[config.mk]
export PLATFORM = sky130hd
export DESIGN_NAME = permute_sequencer
export DESIGN_NICKNAME = d
export VERILOG_FILES = /design/src/rtl/permute_sequencer.sv
export SDC_FILE = /design/constraint.sdc
export NUM_CORES = 1
export LEC_CHECK = 0
export CELL_PAD_IN_SITES_DETAIL_PLACEMENT = 1
export CELL_PAD_IN_SITES_GLOBAL_PLACEMENT = 1
export CORE_ASPECT_RATIO = 0.9
export CORE_MARGIN = 2
export CORE_UTILIZATION = 39
export DETAILED_ROUTE_END_ITERATION = 7
export PLACE_DENSITY_LB_ADDON = 0.1
export SLEW_MARGIN = 20
export SYNTH_ARGS = -nofsm -noshare
export SYNTH_HDL_FRONTEND = slang
export SYNTH_SLANG_ARGS = --single-unit
[constraint.sdc]
create_clock -name clk -period 2.1 [get_ports clk]
set_input_delay 0.21 -clock clk [delete_from_list [all_inputs] [get_ports clk]]
set_output_delay 0.21 -clock clk [all_outputs]
set_load 0.05 [all_outputs]
[src/rtl/permute_sequencer.sv]
// Address and round sequencer for the 5x5-lane permutation: row-major read
// addressing, LAT-delayed write addressing, and round-level hazard hold-off.
module permute_sequencer #(
    parameter int ROUNDS = 24,
    parameter int LAT    = 2
) (
    input  logic       clk,
    input  logic       rst,
    input  logic       start,
    input  logic       stall,
    output logic       ready,
    output logic       busy,
    output logic       rdEn,
    output logic [2:0] rdX,
    output logic [2:0] rdY,
    output logic [4:0] round,
    output logic       wrEn,
    output logic [2:0] wrX,
    output logic [2:0] wrY,
    output logic       done
);

    typedef enum logic [1:0] {IDLE, READ, WAIT, DONE} state_t;

    localparam logic [4:0] LAST_ROUND = 5'(ROUNDS - 1);
    localparam logic [2:0] WAIT_LAST  = 3'(LAT - 1);

    state_t     state;
    logic [2:0] x;
    logic [2:0] y;
    logic [4:0] round_q;
    logic [2:0] wcnt;
    logic [6:0] wr_pipe [LAT];

    // Stall is the only input allowed to reach an output combinationally.
    assign rdEn  = (state == READ) && !stall;
    assign ready = (state == IDLE);
    assign busy  = (state != IDLE);
    assign done  = (state == DONE);
    assign rdX   = x;
    assign rdY   = y;
    assign round = round_q;
    assign {wrEn, wrX, wrY} = wr_pipe[LAT-1];

    always_ff @(posedge clk or negedge rst) begin
        if (!rst) begin
            state   <= IDLE;
            x       <= 3'd0;
            y       <= 3'd0;
            round_q <= 5'd0;
            wcnt    <= 3'd0;
        end else begin
            case (state)
                IDLE: begin
                    if (start) begin
                        x       <= 3'd0;
                        y       <= 3'd0;
                        round_q <= 5'd0;
                        state   <= READ;
                    end
                end
                READ: begin
                    if (!stall) begin
                        if (x == 3'd4) begin
                            x <= 3'd0;
                            if (y == 3'd4) begin
                                y     <= 3'd0;
                                wcnt  <= 3'd0;
                                state <= WAIT;
                            end else begin
                                y <= y + 3'd1;
                            end
                        end else begin
                            x <= x + 3'd1;
                        end
                    end
                end
                WAIT: begin
                    // Hold until the round's last write has drained from the pipe.
                    if (wcnt == WAIT_LAST) begin
                        if (round_q == LAST_ROUND) begin
                            state <= DONE;
                        end else begin
                            round_q <= round_q + 5'd1;
                            state   <= READ;
                        end
                    end else begin
                        wcnt <= wcnt + 3'd1;
                    end
                end
                DONE: begin
                    state <= IDLE;
                end
                default: begin
                    state <= IDLE;
                end
            endcase
        end
    end

    // Write-address pipe: shifts every cycle, so stalls appear as wrEn bubbles.
    always_ff @(posedge clk or negedge rst) begin
        if (!rst) begin
            for (int i = 0; i < LAT; i++) begin
                wr_pipe[i] <= 7'd0;
            end
        end else begin
            wr_pipe[0] <= {rdEn, x, y};
            for (int i = 1; i < LAT; i++) begin
                wr_pipe[i] <= wr_pipe[i-1];
            end
        end
    end

endmodule

==> metrics.md <==
| Metric | Value |
|---|---|
| Status | `completed` |
| Root buffer cell | `clkbuf_8` |
| Number of flops mapped to enable cells by yosys | `0` |
| Post-CTS setup buffer count | `0` |
| Die width | `66.36 um` |
| Worst Tran Pin Value | `0.5076 ns` |
| Vias per cell | `5.112` |
| Total negative slack | `0 ns` |
| Clock power share | `18.5%` |
| Final Non-Filler Cells | `196` |
| Synthesis Warnings | `0` |
| Internal Pwr Total | `1.424 mW` |
| Cell count after synthesis | `126` |
| Synth area leaders | `dfrtp_1 (55%), ha_1 (6.4%), buf_4 (3.8%)` |
| Crit Path Max Fanout | `13` |
| Vias in the first global route | `986` |
| Cell taking the most area after synthesis | `dfrtp_1` |
| Residual overflow from global routing | `0` |
| Sw frac | `44.87%` |
| Critical path class | `reg2out` |
| Initial Utilization | `40.71%` |
| RSZ-0062 raised after global routing | `no` |
| Cts repair resizes | `0` |
| Combinational share of power | `44.9%` |
| H-tree levels | `2` |
| Async S/R FF share, synth | `100.0%` |
| Cells after DPL | `188` |
| Seq/Total Area, Yosys | `55.00%` |
| HP Class | `in2async` |
| Max VDD drop | `630.4 uV` |
| Endpoints failing hold | `0` |
| Area Overhead vs Synth | `26.12%` |
| CP Capture Type | `primary output` |
| Routed Antenna Nets | `0` |
| Largest net degree at the start of global routing | `31` |
| Synth Register Bits | `30` |
| Worst Path Required | `1.89 ns` |
| Final setup vio count | `0` |
| Leak | `0.7585 nW` |
| Sequential fraction of design power | `36.6%` |
| Switching power | `1.159 mW` |
| Predominant post-synthesis flop cell | `dfrtp_1` |
| Count leader, synth | `dfrtp_1` |
| GP Congestion | `0.7268` |
| Place WS | `0.3809 ns` |
| IO Pins | `26` |
| MaxCap Viol Count | `0` |
| Hold buffer count at CTS | `0` |
| Synth Cell Area | `1365 um2` |
| Final layout net count | `162` |
| CTS Buf Count | `5` |
| Synth unique cells | `35` |
| Die area | `3990 um2` |
| First-pass iteration count of the detailed router | `4` |
| Pwr Density | `1500 nW/um2` |
| Fraction of layout cells with a size suffix above 1 | `11.18%` |
| Synthesized area per cell | `10.83 um2` |
| Period utilisation layout | `89.81%` |
| First DRT Iteration DRCs | `55` |
| Buffers on Ports | `25` |
| Clk buf depth | `2` |
| DP HPWL | `2.040 mm` |
| First-pass GRT wire length | `4.836 mm` |
| Total Wirelength | `2.826 mm` |
| Worst skew pair latency | `0.28 ns` |
| Post-synth top cells | `dfrtp_1 (30), nand2_1 (10), o21ai_0 (10)` |
| Drt wl/cell | `14.42 um` |
| Area share of the largest cell type after synthesis | `55.00%` |
| Final core utilization | `51.34%` |
| Final worst slack | `0.2141 ns` |
| Die height | `60.13 um` |
| Max Clock Freq | `0.5302 GHz` |
| CTS tree | `done` |
| Max Slew Vio Count | `0` |
| Worst slew margin | `66.06%` |
| Clock Skew | `0.005816 ns` |
| N_diodes | `0` |
| CP Launch Type | `register` |
| WP data arrival | `1.68 ns` |
| Overall Global Routing Usage | `16.78%` |
| Core Region | `3353 um2` |
| Synthesized net count | `137` |
| Via Count | `1,002` |
| # clock sinks | `30` |
| Crit path time final | `1.886 ns` |
| Clk slew on worst S/H paths | `0.07 ns` |
| Antenna violations before repair | `0` |
| # DRC | `0` |
| Row cnt | `20` |
final timing paths:
| path | startpoint | endpoint | slack, ns | cells after the start |
|---|---|---|---|---|
| setup reg to reg | wcnt[1] | round[4] | 0.37 | 6 |
| setup / recovery | state[0] | rdEn | 0.21 | 3 |
| hold reg to reg | wr_pipe[8] | wrY[1] | 0.35 | 0 |
| max in group asynchronous | rst | rdY[0] | 1.51 | 2 |
| min in group clk | wr_pipe[8] | wrY[1] | 0.35 | 0 |
| hold / removal | rst | rdX[0] | 0.32 | 2 |
cells by family (layout without fill, tap and decap cells):
logic type / count (synthesis) / after routing / synth area share (%)
compound gates: 31 / 31 / 15.86
fa+ha+maj: 7 / 7 / 6.416
buf+inv: 18 / 44 / 6.965
flops: 30 / 30 / 55.00
simple gates: 40 / 40 / 15.77
power groups by stage:
stage / combinational (mW) / sequential [mW] / clock (mW)
floorplan: 0.633 / 1.14 / 0
global placement: 1.14 / 0.941 / 0
detailed placement: 1.16 / 0.961 / 0
CTS: 1.17 / 0.951 / 0.493
global route: 1.25 / 0.985 / 0.519
finish: 1.16 / 0.945 / 0.479
worst max-delay path: stages, from the launching register on:
cell,delay (ns)
dfrtp_1,0.60
nand2b_1,0.28
nor2_1,0.33
buf_12,0.18
cell type report:
| class | count | area [um2] |
|---|---|---|
| Fill cell | 376 | 1632 |
| Sequential cell | 30 | 750.7 |
| Multi-Input combinational cell | 78 | 519.2 |
| Timing Repair Buffer | 27 | 267.8 |
| Clock buffer | 6 | 82.58 |
| Tap cell | 44 | 55.05 |
| Inverter | 9 | 33.78 |
| Clock inverter | 2 | 12.51 |
flip-flops by register name (all words and copies together), names as in the netlist:
name	count
rdY	3
rdX	3
wrX	3
wrEn	1
wr_pipe	7
state	2
wrY	3
round	5
wcnt	3
layout by cell type (no fill, tap or decap), types with 2 or more instances in the layout:
cell type | netlist | final
buf_4 | 7 | 5
ha_1 | 7 | 7
nand4b_1 | 2 | 2
nand2_1 | 10 | 10
nor2_1 | 5 | 5
clkbuf_8 | 0 | 6
a21o_1 | 4 | 4
clkdlybuf4s50_1 | 0 | 21
a21oi_1 | 4 | 4
nor3_1 | 3 | 3
o21ai_0 | 10 | 10
o31ai_1 | 3 | 3
nand2b_1 | 4 | 4
dfrtp_1 | 30 | 30
inv_1 | 9 | 9
nand3_1 | 7 | 7
through the flow:
step | area [um2] | power [mW] | hold WS [ns]
2_1_floorplan | 1365 | 1.776 | -0.08559
3_3_place_gp | 1627 | 2.084 | 0.3326
3_5_place_dp | 1627 | 2.122 | 0.3363
4_1_cts | 1722 | 2.612 | 0.3277
5_1_grt | 1722 | 2.750 | 0.3470
6_report | 1722 | 2.582 | 0.3177
per-layer routing:
metal	routed length [um]	up-vias	global-route usage, %
li1	-	482	-
met1	1294	497	21.25
met2	1365	17	26.43
met3	118	6	6.215
met4	47	0	6.122
met5	0	-	0
No activity file was read; power rests on OpenSTA's default activity.
